===== src/rtl/inst_fetch_decode.sv =====
`default_nettype none
// ============================================================================
// inst_fetch_decode : byte FIFO + 1/2-byte instruction assembly, valid/ready out
// Optional feature macro: INST_EXT_IMM_EN (2-byte instructions with immediate)
// Revision: 1.0
// ============================================================================
module inst_fetch_decode #(
    parameter int OPC_W     = 3,
    parameter int OPERAND_W = 4,
    parameter int INSTR_W   = OPC_W + 1 + OPERAND_W,
    parameter int DEPTH     = 4
) (
    input  logic                   clock,
    input  logic                   reset,
    input  logic                   ena,
    input  logic                   flush,
    input  logic [INSTR_W-1:0]     in_data,
    input  logic                   in_valid,
    output logic                   in_ready,
    output logic [OPC_W-1:0]       out_opcode,
    output logic [OPERAND_W-1:0]   out_operand,
    output logic [INSTR_W-1:0]     out_imm,
    output logic                   out_has_imm,
    output logic                   out_valid,
    input  logic                   out_ready,
    output logic [$clog2(DEPTH):0] fifo_level
);
    localparam int AW = $clog2(DEPTH);
    localparam int LW = AW + 1;
    localparam logic [LW-1:0] C_FULL_LVL = LW'(DEPTH);

    generate
        if (INSTR_W != OPC_W + 1 + OPERAND_W) begin : g_bad_instr_w
            $error("inst_fetch_decode: INSTR_W must equal OPC_W+1+OPERAND_W");
        end
        if (DEPTH < 2 || (DEPTH & (DEPTH - 1)) != 0) begin : g_bad_depth
            $error("inst_fetch_decode: DEPTH must be a power of 2 and >= 2");
        end
    endgenerate

    logic [INSTR_W-1:0] mem_q [DEPTH];
    logic [AW-1:0]      wr_ptr_q;
    logic [AW-1:0]      rd_ptr_q;
    logic [LW-1:0]      level_q;
    logic [LW-1:0]      level_d;

    logic               w_clear;
    logic               w_full;
    logic               w_empty;
    logic               w_push;
    logic               w_pop;
    logic               w_slot_free;
    logic [INSTR_W-1:0] w_head;

    logic [OPC_W-1:0]     opc_q, opc_d;
    logic [OPERAND_W-1:0] opr_q, opr_d;
    logic                 out_valid_q, out_valid_d;

    // reset and flush are deliberately indistinguishable in effect
    assign w_clear     = reset || flush;
    assign w_full      = (level_q == C_FULL_LVL);
    assign w_empty     = (level_q == '0);
    assign in_ready    = ena && !w_full && !w_clear;
    assign w_push      = in_valid && in_ready;
    assign w_slot_free = !out_valid_q || out_ready;
    assign w_pop       = ena && !w_empty && w_slot_free && !w_clear;
    assign w_head      = mem_q[rd_ptr_q];

    always_ff @(posedge clock) begin
        if (w_push) begin
            mem_q[wr_ptr_q] <= in_data;
        end
    end

    always_comb begin
        level_d = level_q;
        case ({w_push, w_pop})
            2'b10:   level_d = level_q + LW'(1);
            2'b01:   level_d = level_q - LW'(1);
            default: level_d = level_q;
        endcase
    end

    always_ff @(posedge clock) begin
        if (w_clear) begin
            wr_ptr_q <= '0;
            rd_ptr_q <= '0;
            level_q  <= '0;
        end else begin
            if (w_push) wr_ptr_q <= wr_ptr_q + AW'(1);
            if (w_pop)  rd_ptr_q <= rd_ptr_q + AW'(1);
            level_q <= level_d;
        end
    end

`ifdef INST_EXT_IMM_EN
    localparam logic [0:0] S_OP  = 1'b0;
    localparam logic [0:0] S_IMM = 1'b1;

    logic [0:0]           state_q, state_d;
    logic [OPC_W-1:0]     hold_opc_q, hold_opc_d;
    logic [OPERAND_W-1:0] hold_opr_q, hold_opr_d;
    logic [INSTR_W-1:0]   imm_q, imm_d;
    logic                 has_imm_q, has_imm_d;

    always_comb begin
        opc_d       = opc_q;
        opr_d       = opr_q;
        imm_d       = imm_q;
        has_imm_d   = has_imm_q;
        state_d     = state_q;
        hold_opc_d  = hold_opc_q;
        hold_opr_d  = hold_opr_q;
        out_valid_d = out_valid_q && !out_ready;
        if (w_pop) begin
            if (state_q == S_IMM) begin
                opc_d       = hold_opc_q;
                opr_d       = hold_opr_q;
                imm_d       = w_head;
                has_imm_d   = 1'b1;
                out_valid_d = 1'b1;
                state_d     = S_OP;
            end else if (w_head[OPERAND_W]) begin
                // first half only: output register waits for the immediate
                hold_opc_d = w_head[INSTR_W-1 -: OPC_W];
                hold_opr_d = w_head[OPERAND_W-1:0];
                state_d    = S_IMM;
            end else begin
                opc_d       = w_head[INSTR_W-1 -: OPC_W];
                opr_d       = w_head[OPERAND_W-1:0];
                imm_d       = '0;
                has_imm_d   = 1'b0;
                out_valid_d = 1'b1;
            end
        end
    end

    always_ff @(posedge clock) begin
        if (w_clear) begin
            opc_q       <= '0;
            opr_q       <= '0;
            imm_q       <= '0;
            has_imm_q   <= 1'b0;
            out_valid_q <= 1'b0;
            state_q     <= S_OP;
            hold_opc_q  <= '0;
            hold_opr_q  <= '0;
        end else begin
            opc_q       <= opc_d;
            opr_q       <= opr_d;
            imm_q       <= imm_d;
            has_imm_q   <= has_imm_d;
            out_valid_q <= out_valid_d;
            state_q     <= state_d;
            hold_opc_q  <= hold_opc_d;
            hold_opr_q  <= hold_opr_d;
        end
    end

    assign out_imm     = imm_q;
    assign out_has_imm = has_imm_q;
`else
    // EXT bit has no meaning when every byte is a full instruction
    logic w_unused_ext;
    assign w_unused_ext = w_head[OPERAND_W];

    always_comb begin
        opc_d       = opc_q;
        opr_d       = opr_q;
        out_valid_d = out_valid_q && !out_ready;
        if (w_pop) begin
            opc_d       = w_head[INSTR_W-1 -: OPC_W];
            opr_d       = w_head[OPERAND_W-1:0];
            out_valid_d = 1'b1;
        end
    end

    always_ff @(posedge clock) begin
        if (w_clear) begin
            opc_q       <= '0;
            opr_q       <= '0;
            out_valid_q <= 1'b0;
        end else begin
            opc_q       <= opc_d;
            opr_q       <= opr_d;
            out_valid_q <= out_valid_d;
        end
    end

    assign out_imm     = '0;
    assign out_has_imm = 1'b0;
`endif

    assign out_opcode  = opc_q;
    assign out_operand = opr_q;
    assign out_valid   = out_valid_q;
    assign fifo_level  = level_q;

endmodule
`default_nettype wire

===== config.mk =====
export PLATFORM = sky130hd
export DESIGN_NAME = inst_fetch_decode
export DESIGN_NICKNAME = d
export VERILOG_FILES = /design/src/rtl/inst_fetch_decode.sv
export SDC_FILE = /design/constraint.sdc
export NUM_CORES = 1
export LEC_CHECK = 0
export ABC_CLOCK_PERIOD_IN_PS = 6000
export BUFFER_PORTS_ARGS = -buffer_cell sky130_fd_sc_hd__buf_2
export CELL_PAD_IN_SITES_DETAIL_PLACEMENT = 1
export CELL_PAD_IN_SITES_GLOBAL_PLACEMENT = 1
export CORE_UTILIZATION = 40
export CTS_CLUSTER_DIAMETER = 80
export DETAILED_ROUTE_END_ITERATION = 8
export GPL_ROUTABILITY_DRIVEN = 0
export HOLD_SLACK_MARGIN = 0.12
export MAX_ROUTING_LAYER = met4
export PLACE_DENSITY = 0.75
export SLEW_MARGIN = 25
export SYNTH_ARGS = -nofsm -noshare
export SYNTH_HDL_FRONTEND = slang
export SYNTH_SLANG_ARGS = --single-unit

===== constraint.sdc =====
create_clock -name clock -period 6 [get_ports clock]
set_input_delay 0.6 -clock clock [delete_from_list [all_inputs] [get_ports clock]]
set_output_delay 0.6 -clock clock [all_outputs]
set_load 0.1 [all_outputs]

# ---- Yosys cells after proc, flatten, opt, wreduce, memory -nomap -nowiden
# Memory sizes are Yosys's and may differ from the RTL's. A register that Yosys moved wholly into a read port is not among the register bits.
# Cells that the tools add are included.
dict set report op_classes {
  magnitude_cmp 0
  muxes 4
  addsub 4
  div_mod_pow 0
  n_eq_ne 3
  n_shift 0
  n_mul 0
  bitwise 0
  n_reduce_logical 16
}
# cell n
set op_table {}
lappend op_table {{$logic_and 1x1->1} 7}
lappend op_table {{$pmux 3 s2} 1}
lappend op_table {{$logic_not 1->1} 5}
lappend op_table {{$add 2x1->2 const B} 2}
lappend op_table {{$add 3x1->3 const B} 1}
lappend op_table {{$eq 3x3->1 const B} 1}
lappend op_table {{$logic_not 3->1} 1}
lappend op_table {{$mux 1} 3}
lappend op_table {{$sub 3x1->3 const B} 1}
lappend op_table {{$eq 2x1->1 const B} 1}
lappend op_table {{$eq 2x2->1 const B} 1}
lappend op_table {{$logic_or 1x1->1} 2}
lappend op_table {{$reduce_bool 2->1} 1}
dict set report totals {
  register_bits 8
  input_bits 14
  latch_bits 0
  ramBits 32
  output_inout_bits 21
  elab_cells 32
  memories 1
  rom_bits 0
}
# memory words width read_ports rd_ports_with_merged_regs write_ports line
set memory_table {}
lappend memory_table {mem_q 4 8 1 1 1 41} ;# logic [INSTR_W-1:0] mem_q [DEPTH];

# ---- Depth between registers and ports, before layout
dict set report logic_depth {
  word_depth 7
  ltp_mapped 10
  depth_no_buf 9
}

# ---- Worst setup path after synthesis
# OpenSTA, ideal clock, no wires.
dict set report synth_timing {
  path_type {register to register}
  from {register level_q[2] (netlist: fifo_level[2])}
  to {register level_q[2] (netlist: fifo_level[2])}
  slack_ps 3016
  setup_ps 70
  n_path_buf 1
  t_arrival_ps 2914
  required_ps 5930
  path_stages_with_launch 11
  period_less_slack_ps 2984
  cell_sequence {dfxtp_1 or3b_1 and3_1 buf_6 inv_1 ha_1 inv_1 fa_1 xor2_1 or3_1 a21oi_1}
}
dict set report synth_via {
  elab_chain_len 7
  elab_cells_between_ends 16
  cone_classes {add/sub: 2; eq/ne: 3; mux: 1; reduce/logical: 10}
}
# item line
set synth_rtl {}
lappend synth_rtl {{start: declaration} 44} ;# logic [LW-1:0] level_q;
lappend synth_rtl {{start signal: assignment} 92} ;# level_q <= level_d;
lappend synth_rtl {{$eq 3x3->1 or $logic_not 3->1 (tied branches)} {61, 62}}
lappend synth_rtl {{$logic_not 1->1, on equally long branches} {63, 66}}
lappend synth_rtl {{$logic_and 1x1->1, on equally long branches (2 in a row)} {63, 66}}
lappend synth_rtl {{$logic_and 1x1->1, on equally long branches} {64, 66}}
lappend synth_rtl {{$eq 2x1->1 or $eq 2x2->1 (tied branches)} 77} ;# case ({w_push, w_pop})
lappend synth_rtl {{$pmux 3 s2 or $reduce_bool 2->1 (tied branches)} n/a}
# Parallel ways exist; a longest one is shown, timed or not.
# A chain may end at the register's enable or synchronous reset.

# ---- Worst setup path after layout
dict set report layout_timing {
  from {register level_q[0] (netlist: fifo_level[0])}
  to {register level_q[2] (netlist: fifo_level[2])}
}
# The elaborated chain is that of the path after synthesis.

==> impl_metrics.yaml <==
synthesis:
  synth-seq-cells: 43
  synthArstFlopShare_pct: 0
  ys.flop_type: "edfxtp_1"
  ys_seq_area_share_pct: 60.3
  yosysWarnings: 0
  synthCells: 140
  ys_types: 33
  synth_area_um2: 1890
  synth_area_per_cell_um2: 13.5
  synth_edf_count: 28
flow_run:
  drv_cap: 0
critical_path:
  endpoint: "fifo_level[2]"
  cp-startpoint: "fifo_level[0]"
  r2r_slack_ns: 3.52
  required_ns: 6.23
  crit_type: "flip-flop to flip-flop"
  r2r-start: "fifo_level[0]"
  arrival_ns: 2.72
  r2r-end: "fifo_level[2]"
  r2r_cells: 9
  startpoint_type: "flip-flop"
  path_max_fanout: 7
  cp-end-kind: "flip-flop"
final_layout:
  nFillCells: 455
  drive_above_1_share_pct: 26.5
  insertedDiodeCount: 0
  synthToLayoutAreaGrowth_pct: 11.4
  fin_nets: 181
clocking:
  postCtsHoldBufs: 0
  cts-buffers-inserted: 5
  cts-resized-gates: 0
  ctsRootBufferMaster: "clkbuf_8"
  post_cts_buffers: 0
  cts_sinks: 43
  cts_buffer_depth: 2
  cts.reportedPaths.clkPinSlew_ns: 0.09
  insertion_delay_ns: 0.29
  htreeDepth: 2
  cts_tree: "yes"
timing:
  finalCritPeriodShare_pct: 41.4
  whs_ns: 0.480
  setup_viol: 0
  finalSetupTns_ns: 0
  rsz0062_at_grt: "false"
  fmax_ghz: 0.403
  fin_worst_skew_ns: 0.0127
  hold_viol_final: 0
  max_slew_margin_pct: 59.5
  worst_slew_pin_slew_ns: 0.606
  finalMaxSlewViolations: 0
  period_minus_slack_ns: 2.48
drt:
  via_per_inst: 5.30
  route.met2.wl_um: 1780
  ant_nets: 0
  drt_iter0_drc: 82
  drc: 6
  vias: 1135
  routed.top_layer: "met4"
  wl_per_cell_um: 16.3
  wl_met3_um: 127
  wirelength_um: 3500
  drt-met1-wl_um: 1580
  firstDrtPassIters: 8
global_routing:
  antenna_found_initial: 0
  grt_pass1_vias: 1181
  gr-total-overflow: 0
  grt_max_degree: 16
  grt_util_all_layers_pct: 15.8
  grt_pass1_wl_um: 5830
power:
  p_per_area_nw_per_um2: 279
  ir_worst_vdd_mv: 0.151
  power_leakage_nw: 0.738
run_status:
  failed_checks: "DRC"
  outcome: "finished with violations"
placed_design:
  portBuffers: 24
  place_hpwl_um: 2550
floorplanning:
  coreArea_um2: 4440
  start_util_pct: 42.6
  die_w_um: 70.8
  row_count: 24
  dieArea_um2: 5010
  die_h_um: 70.8
  io_pins: 35
min_path:
  hp-class: "flip-flop to flip-flop"
  hold_depth: 2
[layer usage]
layer,vias to the layer above,GRT usage [%]
met2,30,26.5
met4,0,3.33
met5,-,-
li1,543,-
met1,560,19.4
met3,2,3.85
[kinds of logic after synthesis]
logic type	count (synthesis)	share of synthesized area, %
DFF	43	60.3
and+or+nand+nor	33	10.4
buffers and inverters	25	7.41
AOI/OAI and AO/OA	21	7.01
muxes	9	9.39
adders and majority gates	6	4.37
xor gates and xnor gates	2	0.926
other	1	0.198
[worst max-delay path: stages, from the launching register on]
cell	delay, ns
dfxtp_1	0.39
or3b_1	0.44
and3_1	0.27
inv_1	0.09
ha_1	0.18
inv_1	0.06
fa_1	0.38
xor2_1	0.16
or3_1	0.30
a21oi_1	0.13
[cell usage after synthesis (2+ instances only)]
cell type,number,area (um2)
or3_1,3,18.8
clkbuf_1,5,18.8
ha_1,5,62.6
edfxtp_1,28,841
nor2_1,5,18.8
o31ai_1,8,60.1
inv_1,6,22.5
buf_4,10,75.1
xor2_1,2,17.5
mux4_2,7,158
and2_1,5,31.3
mux2i_1,2,20.0
nand2_1,2,7.51
dfxtp_1,15,300
nand4_1,9,56.3
a21oi_1,11,55.1
[layout by cell type, fill, tap and decap left out, types with 2 or more instances in the layout]
cell / instances
o31ai_1: 8
edfxtp_1: 28
nand2_1: 2
a21oi_1: 11
mux4_2: 7
buf_2: 24
xor2_1: 2
inv_1: 6
conb_1: 9
nand4_1: 9
and2_1: 5
clkbuf_8: 5
nor2_1: 5
or3_1: 3
ha_1: 5
mux2i_1: 2
dfxtp_1: 15
[power breakdown]
part           total (W)  switching, W  internal [W]
logic          0.0000453     0.0000387    0.00000656
clock network   0.000227      0.000101      0.000125
registers       0.000317    0.00000107      0.000316
[sequential cells by signal, summed over array words and instances (netlist names)]
signal	count
rd_ptr_q	2
wr_ptr_q	2
out_operand	4
out_valid	1
out_opcode	3
mem_q	28
fifo_level	3
[worst min-delay path by stage]
stage,start,to,slack (ns)
after global placement,out_opcode[2],out_opcode[2],0.45
final,out_operand[1],out_operand[1],0.48
after CTS,out_operand[0],out_operand[0],0.48
after floorplan,wr_ptr_q[0],wr_ptr_q[0],0.47
after detailed placement,out_operand[0],out_operand[0],0.47
after global routing,out_operand[0],out_operand[0],0.49
[layout make-up]
cell class / instances / area [um2] / area share [%]
repair buffers: 24 / 120 / 5.70
multi-input cells: 80 / 641 / 30.4
inverters: 7 / 26.3 / 1.25
clock buffers: 5 / 68.8 / 3.26
flip-flops and latches: 43 / 1140 / 54.1
clock inverters: 3 / 46.3 / 2.20
well taps: 52 / 65.1 / 3.09
[per-stage QoR]
step                power, W  instances  instance area [um2]  util (%)  worst slack, ns
detailed placement  0.000369        206                 1990      44.8             3.38
floorplan           0.000366        148                 1920         -             3.02
global route        0.000607        214                 2110      47.4             3.34
CTS                 0.000593        214                 2110      47.4             3.51
finish              0.000589        214                 2110      47.4             3.52
global placement    0.000368        206                 1990      44.8             3.46
(Power assumes the default switching activity.)
